**config.mk**
```make
export PLATFORM = sky130hd
export DESIGN_NAME = mu_ring_node
export DESIGN_NICKNAME = d
export VERILOG_FILES = /design/src/rtl/mu_ring_node.sv
export SDC_FILE = /design/constraint.sdc
export NUM_CORES = 2
export LEC_CHECK = 0
export CORE_MARGIN = 2
export CORE_UTILIZATION = 30
export DETAILED_ROUTE_END_ITERATION = 8
export PLACE_DENSITY = 0.55
export SLEW_MARGIN = 20
export SYNTH_ARGS = -nofsm -noshare
export SYNTH_HDL_FRONTEND = slang
export SYNTH_SLANG_ARGS = --single-unit
```
**constraint.sdc**
```tcl
create_clock -name clk -period 34.2 [get_ports clk]
set_input_delay 6.84 -clock clk [delete_from_list [all_inputs] [get_ports clk]]
set_output_delay 6.84 -clock clk [all_outputs]
set_load 0.01 [all_outputs]
```
**src/rtl/mu_ring_node.sv**
```systemverilog
// Ring stop for motion-update migration traffic: buffers local packets, delivers
// ring packets addressed to this cell, forwards the rest with bounded ring streaks.
module mu_ring_node #(
  parameter int PKT_W        = 128,
  parameter int ID_W         = 5,
  parameter int LOCAL_ID     = 0,
  parameter int DEPTH        = 16,
  parameter int AFULL_MARGIN = 2,
  parameter int MAX_STREAK   = 4,
  parameter int CNT_W        = 16
) (
  input  logic                     clk,
  input  logic                     rst,
  input  logic [PKT_W-1:0]         i_local_pkt,
  input  logic                     i_local_valid,
  output logic                     o_local_ready,
  input  logic [PKT_W-1:0]         i_ring_pkt,
  input  logic                     i_ring_valid,
  output logic                     o_ring_ready,
  output logic [PKT_W-1:0]         o_ring_pkt,
  output logic                     o_ring_valid,
  input  logic                     i_ring_ready,
  output logic [PKT_W-1:0]         o_deliver_pkt,
  output logic                     o_deliver_valid,
  output logic [$clog2(DEPTH):0]   o_fifo_count,
  output logic                     o_fifo_almost_full,
  output logic [CNT_W-1:0]         o_delivered_cnt,
  output logic [CNT_W-1:0]         o_injected_cnt,
  input  logic                     i_clear_cnt,
  output logic                     o_idle
);

  localparam int AW = $clog2(DEPTH);
  localparam int CW = AW + 1;
  localparam logic [CW-1:0]   DEPTH_C      = CW'(DEPTH);
  localparam logic [CW-1:0]   AFULL_C      = CW'(DEPTH - AFULL_MARGIN);
  localparam logic [7:0]      STREAK_MAX_C = 8'(MAX_STREAK);
  localparam logic [ID_W-1:0] ID_C         = ID_W'(LOCAL_ID);

  logic [PKT_W-1:0] r_mem [DEPTH];
  logic [AW-1:0]    r_wr_ptr;
  logic [AW-1:0]    r_rd_ptr;
  logic [CW-1:0]    r_count;
  logic [7:0]       r_streak;
  logic [PKT_W-1:0] r_ring_pkt;
  logic             r_ring_valid;
  logic [PKT_W-1:0] r_deliver_pkt;
  logic             r_deliver_valid;
  logic [CNT_W-1:0] r_delivered_cnt;
  logic [CNT_W-1:0] r_injected_cnt;

  logic             w_empty;
  logic [PKT_W-1:0] w_head;
  logic             w_out_free;
  logic             w_force_local;
  logic             w_ring_ready;
  logic             w_local_ready;
  logic             w_push;
  logic             w_ring_acc;
  logic             w_ring_local;
  logic             w_head_local;
  logic             w_pop;
  logic             w_ring_fwd;
  logic             w_ring_dlv;
  logic             w_head_fwd;
  logic             w_head_dlv;

  assign w_empty       = (r_count == '0);
  assign w_head        = r_mem[r_rd_ptr];
  assign w_out_free    = !r_ring_valid || i_ring_ready;
  assign w_force_local = (r_streak == STREAK_MAX_C) && !w_empty;
  assign w_ring_ready  = !w_force_local && w_out_free;
  assign w_local_ready = !rst && (r_count < DEPTH_C);
  assign w_push        = i_local_valid && w_local_ready;
  assign w_ring_acc    = i_ring_valid && w_ring_ready;
  assign w_ring_local  = (i_ring_pkt[PKT_W-1 -: ID_W] == ID_C);
  assign w_head_local  = (w_head[PKT_W-1 -: ID_W] == ID_C);

  // A self-addressed head bypasses the output register, so it may pop even
  // while the downstream link is stalled.
  assign w_pop = !w_empty && (!w_ring_acc || w_force_local) &&
                 (w_out_free || w_head_local);

  assign w_ring_fwd = w_ring_acc && !w_ring_local;
  assign w_ring_dlv = w_ring_acc && w_ring_local;
  assign w_head_fwd = w_pop && !w_head_local;
  assign w_head_dlv = w_pop && w_head_local;

  always_ff @(posedge clk) begin
    if (w_push) begin
      r_mem[r_wr_ptr] <= i_local_pkt;
    end
  end

  always_ff @(posedge clk) begin
    if (rst) begin
      r_wr_ptr <= '0;
      r_rd_ptr <= '0;
      r_count  <= '0;
    end else begin
      if (w_push) begin
        r_wr_ptr <= r_wr_ptr + 1'b1;
      end
      if (w_pop) begin
        r_rd_ptr <= r_rd_ptr + 1'b1;
      end
      if (w_push && !w_pop) begin
        r_count <= r_count + 1'b1;
      end else if (w_pop && !w_push) begin
        r_count <= r_count - 1'b1;
      end
    end
  end

  always_ff @(posedge clk) begin
    if (rst) begin
      r_streak <= '0;
    end else if (w_empty || w_pop) begin
      r_streak <= '0;
    end else if (w_ring_acc && (r_streak != STREAK_MAX_C)) begin
      r_streak <= r_streak + 1'b1;
    end
  end

  always_ff @(posedge clk) begin
    if (rst) begin
      r_ring_pkt   <= '0;
      r_ring_valid <= 1'b0;
    end else if (w_ring_fwd) begin
      r_ring_pkt   <= i_ring_pkt;
      r_ring_valid <= 1'b1;
    end else if (w_head_fwd) begin
      r_ring_pkt   <= w_head;
      r_ring_valid <= 1'b1;
    end else if (i_ring_ready) begin
      r_ring_valid <= 1'b0;
    end
  end

  always_ff @(posedge clk) begin
    if (rst) begin
      r_deliver_pkt   <= '0;
      r_deliver_valid <= 1'b0;
    end else begin
      r_deliver_valid <= w_ring_dlv || w_head_dlv;
      if (w_ring_dlv) begin
        r_deliver_pkt <= i_ring_pkt;
      end else if (w_head_dlv) begin
        r_deliver_pkt <= w_head;
      end
    end
  end

  always_ff @(posedge clk) begin
    if (rst || i_clear_cnt) begin
      r_delivered_cnt <= '0;
      r_injected_cnt  <= '0;
    end else begin
      if (r_deliver_valid) begin
        r_delivered_cnt <= r_delivered_cnt + 1'b1;
      end
      if (w_head_fwd) begin
        r_injected_cnt <= r_injected_cnt + 1'b1;
      end
    end
  end

  assign o_local_ready      = w_local_ready;
  assign o_ring_ready       = w_ring_ready;
  assign o_ring_pkt         = r_ring_pkt;
  assign o_ring_valid       = r_ring_valid;
  assign o_deliver_pkt      = r_deliver_pkt;
  assign o_deliver_valid    = r_deliver_valid;
  assign o_fifo_count       = r_count;
  assign o_fifo_almost_full = (r_count >= AFULL_C);
  assign o_delivered_cnt    = r_delivered_cnt;
  assign o_injected_cnt     = r_injected_cnt;
  assign o_idle             = w_empty && !r_ring_valid && !i_ring_valid;

endmodule

```
# [After elaboration in Yosys (flattened, before gate mapping)]
# Memory sizes are Yosys's and may differ from the RTL's. A register that Yosys moved wholly into a read port is not among the register bits.
# Cells that the tools add are included.
[word_totals] ff_bits=311 ram_bits=2048 inputBits=262 out_inout_bits=299 elab_cells=75 mem_count=1
[op_classes] addsub=7 n_lt_le_gt_ge=2 n_eq_ne=2 muxes=13 n_reduce_logical=40
[mem_list] memory="r_mem" words=16 word_bits=128 read_ports=1 rd_clocked_by_memory_dff=1 write_ports=1 line="40" source="logic [PKT_W-1:0] r_mem [DEPTH];"
[op_table] operator="2-to-1 mux 128 bit" n=4
[op_table] operator="adder 16 x 1 -> 16 bit (second input constant)" n=2
[op_table] operator="logical AND 1 bit" n=16
[op_table] operator="logical NOT 5 bit" n=3
[op_table] operator="logical NOT 1 bit" n=10
[op_table] operator="2-to-1 mux 5 bit" n=2
[op_table] operator="adder 4 x 1 -> 4 bit (second input constant)" n=2
[op_table] operator="adder 8 x 1 -> 8 bit (second input constant)" n=1
[op_table] operator="equality test 8 x 3 -> 1 bit (second input constant)" n=1
[op_table] operator="2-to-1 mux 4 bit" n=2
[op_table] operator="!= test 8 x 3 -> 1 bit (second input constant)" n=1
[op_table] operator="logical OR 1 bit" n=6
[op_table] operator="nonzero test 2 bit" n=3
[op_table] operator="adder 5 x 1 -> 5 bit (second input constant)" n=1
[op_table] operator="greater-or-equal comparator 5 x 4 -> 1 bit (second input constant)" n=1
[op_table] operator="less-than comparator 5 bit (second input constant)" n=1
[op_table] operator="2-to-1 mux 1 bit" n=5
[op_table] operator="subtractor 5 x 1 -> 5 bit (second input constant)" n=1
[op_table] operator="nonzero test 3 bit" n=1
[op_table] operator="OR reduction 2 bit" n=1

# [Logic depth before layout (Yosys ltp)]
[depth] ltp_word=13 depth_mapped=17 mapped_depth_nobuf=16

# [Worst setup path before layout]
# Ideal clock, no wire load.
[synth_timing] path_kind="input to register" start="input port rst" end="memory r_mem[3][0] (enable)" arrival_ns=16.451 required_ns=33.428 path_slack_ns=16.978 cell_stages=6 path_buffers=2 cell_sequence="clkbuf_1 -> nor2_1 -> and2_1 -> clkbuf_1 -> nand2_1 -> nor3_1"
[synth_via] elab_chain_len=5
[synth_rtl] item="start: declaration" line="13" source="input logic rst,"
[synth_rtl] item="logical NOT 1 bit" line="73" source="assign w_local_ready = !rst && (r_count < DEPTH_C);"
[synth_rtl] item="logical AND 1 bit" line="73"
[synth_rtl] item="named net o_local_ready" line="16" source="output logic o_local_ready,"
[synth_rtl] item="logical AND 1 bit" line="74" source="assign w_push = i_local_valid && w_local_ready;"
[synth_rtl] item="named net w_push" line="58" source="logic w_push;"
[synth_rtl] item="2-to-1 mux 1 bit" line="90" source="if (w_push) begin"
[synth_rtl] item="2-to-1 mux 1 bit (not written as such)" line="91" source="r_mem[r_wr_ptr] <= i_local_pkt;"
[synth_rtl] item="end: declaration" line="40"
# The timed path passes the listed nets, and every way through them passes these cells.

# [Final worst setup path]
[layout_timing] start="input port i_ring_valid" end="output port o_idle"
[layout_via] elab_chain_len=2
[layout_rtl] item="start: declaration" line="18" source="input logic i_ring_valid,"
[layout_rtl] item="logical NOT 1 bit" line="178" source="assign o_idle = w_empty && !r_ring_valid && !i_ring_valid;"
[layout_rtl] item="logical AND 1 bit" line="178"
[layout_rtl] item="end: declaration" line="30" source="output logic o_idle"
# Every way passes these cells.

==> impl_metrics.ini <==
[outcome]
status = finished, final reports clean

[worst_setup_path]
worst_r2r_path_depth = 8
reg2reg_slack_ns = 27.48
crit_buf_inv = 2
cpMostUsedCell = clkdlybuf4s50_1
cpPeakStageDelay_ns = 0.67
endpoint_kind = output pin
required_ns = 27.36
cp-start-kind = input port
worstPathCellList = clkdlybuf4s50_1, nor4_1, clkdlybuf4s50_1
path_delay_family = buffers and inverters
cp_max_fo = 4
path_class = input port to output pin
cp.arrival_ns = 8.68
r2r-end = o_ring_pkt[45]
crit_slowest_cell = clkdlybuf4s50_1

[cells_and_area]
final_core_util_pct = 36.5
drive_above_1_share_pct = 25.6
layout.cells.non_filler = 9169
syn_to_final_growth_pct = 21.1
nNetsFinal = 5264

[logic_synthesis]
synthAdderAreaFrac_pct = 0.203
synth_largest_area_cell = edfxtp_1
ys_ff_latch = 2363
yosysWarnings = 0
synthMuxAreaShare_pct = 15.6
yosysSeqAreaShare_pct = 75.2
synth-async-reset-ratio_pct = 0
synth_nets = 4609
yosys.area_share.xor_xnor_pct = 0.282
syn_area_sq_um = 90100
synth_area_per_cell_sq_um = 20.8
synthDominantCellAreaShare_pct = 68.2
yosys.area_share.simple_pct = 1.30
synth_top_family_by_area = multiplexers
ys_top_cells_by_area = edfxtp_1 68%, mux4_2 15%, dfxtp_1 7.0%
synthCells = 4333
ys_types = 56
ys.flop_type = edfxtp_1
synth_compound_area_share_pct = 5.47
synth_edf_count = 2048

[route]
ant_nets = 0
vias = 46600
drtIter0Drc = 4314
drc = 0
drt-wirelength-per-cell_microns = 26.9
drt-total-wl_microns = 247000
vias_per_cell = 5.09
drt_first_pass_iters = 8

[global_routing]
grt_use_total_pct = 15.8
grt_start_max_net_pins = 98
grt_pass1_wl_microns = 354000
antenna_found_initial = 56
grt_pass1_vias = 48300
globalRoute.totalOverflow = 0

[timing]
fmax_mhz = 64.5
tightest_slew_ns = 1.10
min_period_over_period_pct = 45.4
finalClockSkew_ns = 0.0668
rsz0062_at_grt = false
hold_slack_ns = 0.470
setup_viol = 0
fin_tns_setup_ns = 0
final.setup.worst_slack_ns = 18.68
period_needed_ns = 15.52
slew_headroom_pct = 26.2
slew_viol_final = 0
hold_viol = 0

[placement]
routabilityCongestion = 0.805
numPortBuffers = 560
hpwl_microns = 136000
place_inst = 8673
place_ws_ns = 18.70

[clock_network]
cts_root_buffer = clkbuf_16
holdBufCountCts = 0
cts_resized = 0
htreeDepth = 5
cts_tree = yes
path_clk_slew_ns = 0.05
clockBufferDepth = 4
clk_latency_ns = 0.89
clock_sinks = 2363
cts_setup_buffers = 0
numCtsBuffers = 271

[job]
maxCapViolCount = 0

[power_and_ir_drop]
p_leak_nw = 33.9
worst_ir_drop_vdd_mv = 0.0382
powerDensity_nw_per_um2 = 68.4

[hold_path]
hold_end = o_deliver_pkt[127]
holdPathStages = 1
holdCritPathClass = flop to flop
worstHoldStart = o_deliver_pkt[127]

[floorplanning]
die-width_microns = 552
die_h_microns = 552
rows = 201
io_pins = 561
core_sq_um = 299000
die-area_sq_um = 305000
start_util_pct = 30.1
[synthesized netlist by cell type (12+ instances only)]
library cell / number
o211ai_1: 28
o221a_1: 38
a32oi_1: 27
buf_1: 49
clkbuf_1: 167
mux2i_1: 24
mux4_2: 613
buf_2: 68
ha_1: 13
edfxtp_1: 2048
a21oi_1: 292
o221a_2: 181
xor2_1: 19
dfxtp_1: 315
a211oi_1: 24
and2_1: 22
or4_1: 12
nor2_1: 63
nand3_1: 19
nand2_1: 39
and3_1: 12
inv_1: 129
[worst max-delay path by stage]
stage                     cells after the start     endpoint          from  slack, ns
after floorplan                               6  r_mem[3][0]           rst      16.98
after global placement                        3       o_idle  i_ring_valid      18.68
after detailed placement                      3       o_idle  i_ring_valid      18.70
after CTS                                     3       o_idle  i_ring_valid      18.69
after global routing                          3       o_idle  i_ring_valid      18.70
final                                         3       o_idle  i_ring_valid      18.68
[power breakdown]
part           internal (W)  total, W  switching (W)
Sequential          0.00322   0.00329      0.0000702
Combinational      0.000670   0.00137       0.000701
Clock               0.00163   0.00281        0.00117
Total               0.00553   0.00747        0.00194
[placed cells by master, fill, tap and decap left out, types with 7 or more instances in the layout]
cell             count
edfxtp_1          2048
mux4_2             613
clkdlybuf4s50_1    559
dfxtp_1            311
a21oi_1            292
clkbuf_16          278
o221a_2            181
inv_1              128
buf_4              112
clkinv_1            59
nor2_1              50
clkinv_2            48
clkbuf_1            46
nand2_1             38
o221a_1             38
o211ai_1            28
a32oi_1             27
mux2i_1             24
a211oi_1            23
and2_1              21
nand3_1             19
xor2_1              19
bufinv_16           15
ha_1                13
inv_6               13
or4_1               12
and3_1              12
nor2_4              12
nand4_1             11
o31ai_1             11
xnor2_1             10
nor2b_1              9
a31oi_1              9
clkbuf_8             8
nor3b_1              7
[final cells by class]
cell class	count	area (sq um)
repair buffers	673	6470
inverters	129	484
diodes	6	15.0
clock inverters	156	1380
flip-flops and latches	2363	67800
clock buffers	334	7250
multi-input cells	1550	20800
well taps	3958	4950
fillers	27500	190000
[registers in the layout, indices dropped and copies added (netlist names), 4 cells and up, named ones only]
name	cells
r_streak	8
r_rd_ptr	4
r_mem	2048
r_wr_ptr	4
o_fifo_count	5
o_delivered_cnt	16
o_injected_cnt	16
o_ring_pkt	128
o_deliver_pkt	128
[cells by family after synthesis]
family                     count (synthesis)
adders and majority gates                 14
AOI/OAI and AO/OA                        640
xor gates and xnor gates                  29
buffers and inverters                    420
muxes                                    641
and+or+nand+nor                          226
DFF                                     2363
[stage by stage]
step | power, W | instance area (sq um)
after CTS | 0.00758 | 109000
after global placement | 0.00474 | 101000
after floorplan | 0.00423 | 90100
after global routing | 0.00776 | 109000
final | 0.00747 | 109000
after detailed placement | 0.00475 | 101000
[per-layer routing]
metal | routed length [microns] | track usage (%)
met5 | 329 | 0
met4 | 5910 | 4.00
met1 | 108000 | 21.8
met3 | 16600 | 3.29
met2 | 115000 | 25.3
[worst reg2reg max path, delay by kind of cell, from the launching register on]
family	cells	cell delay, ns
buffers and inverters	5	4.13
multiplexers	2	1.17
flip-flops	1	0.97
AO/OA/AOI/OAI	1	0.31
Power figures use the tool's default switching activity.
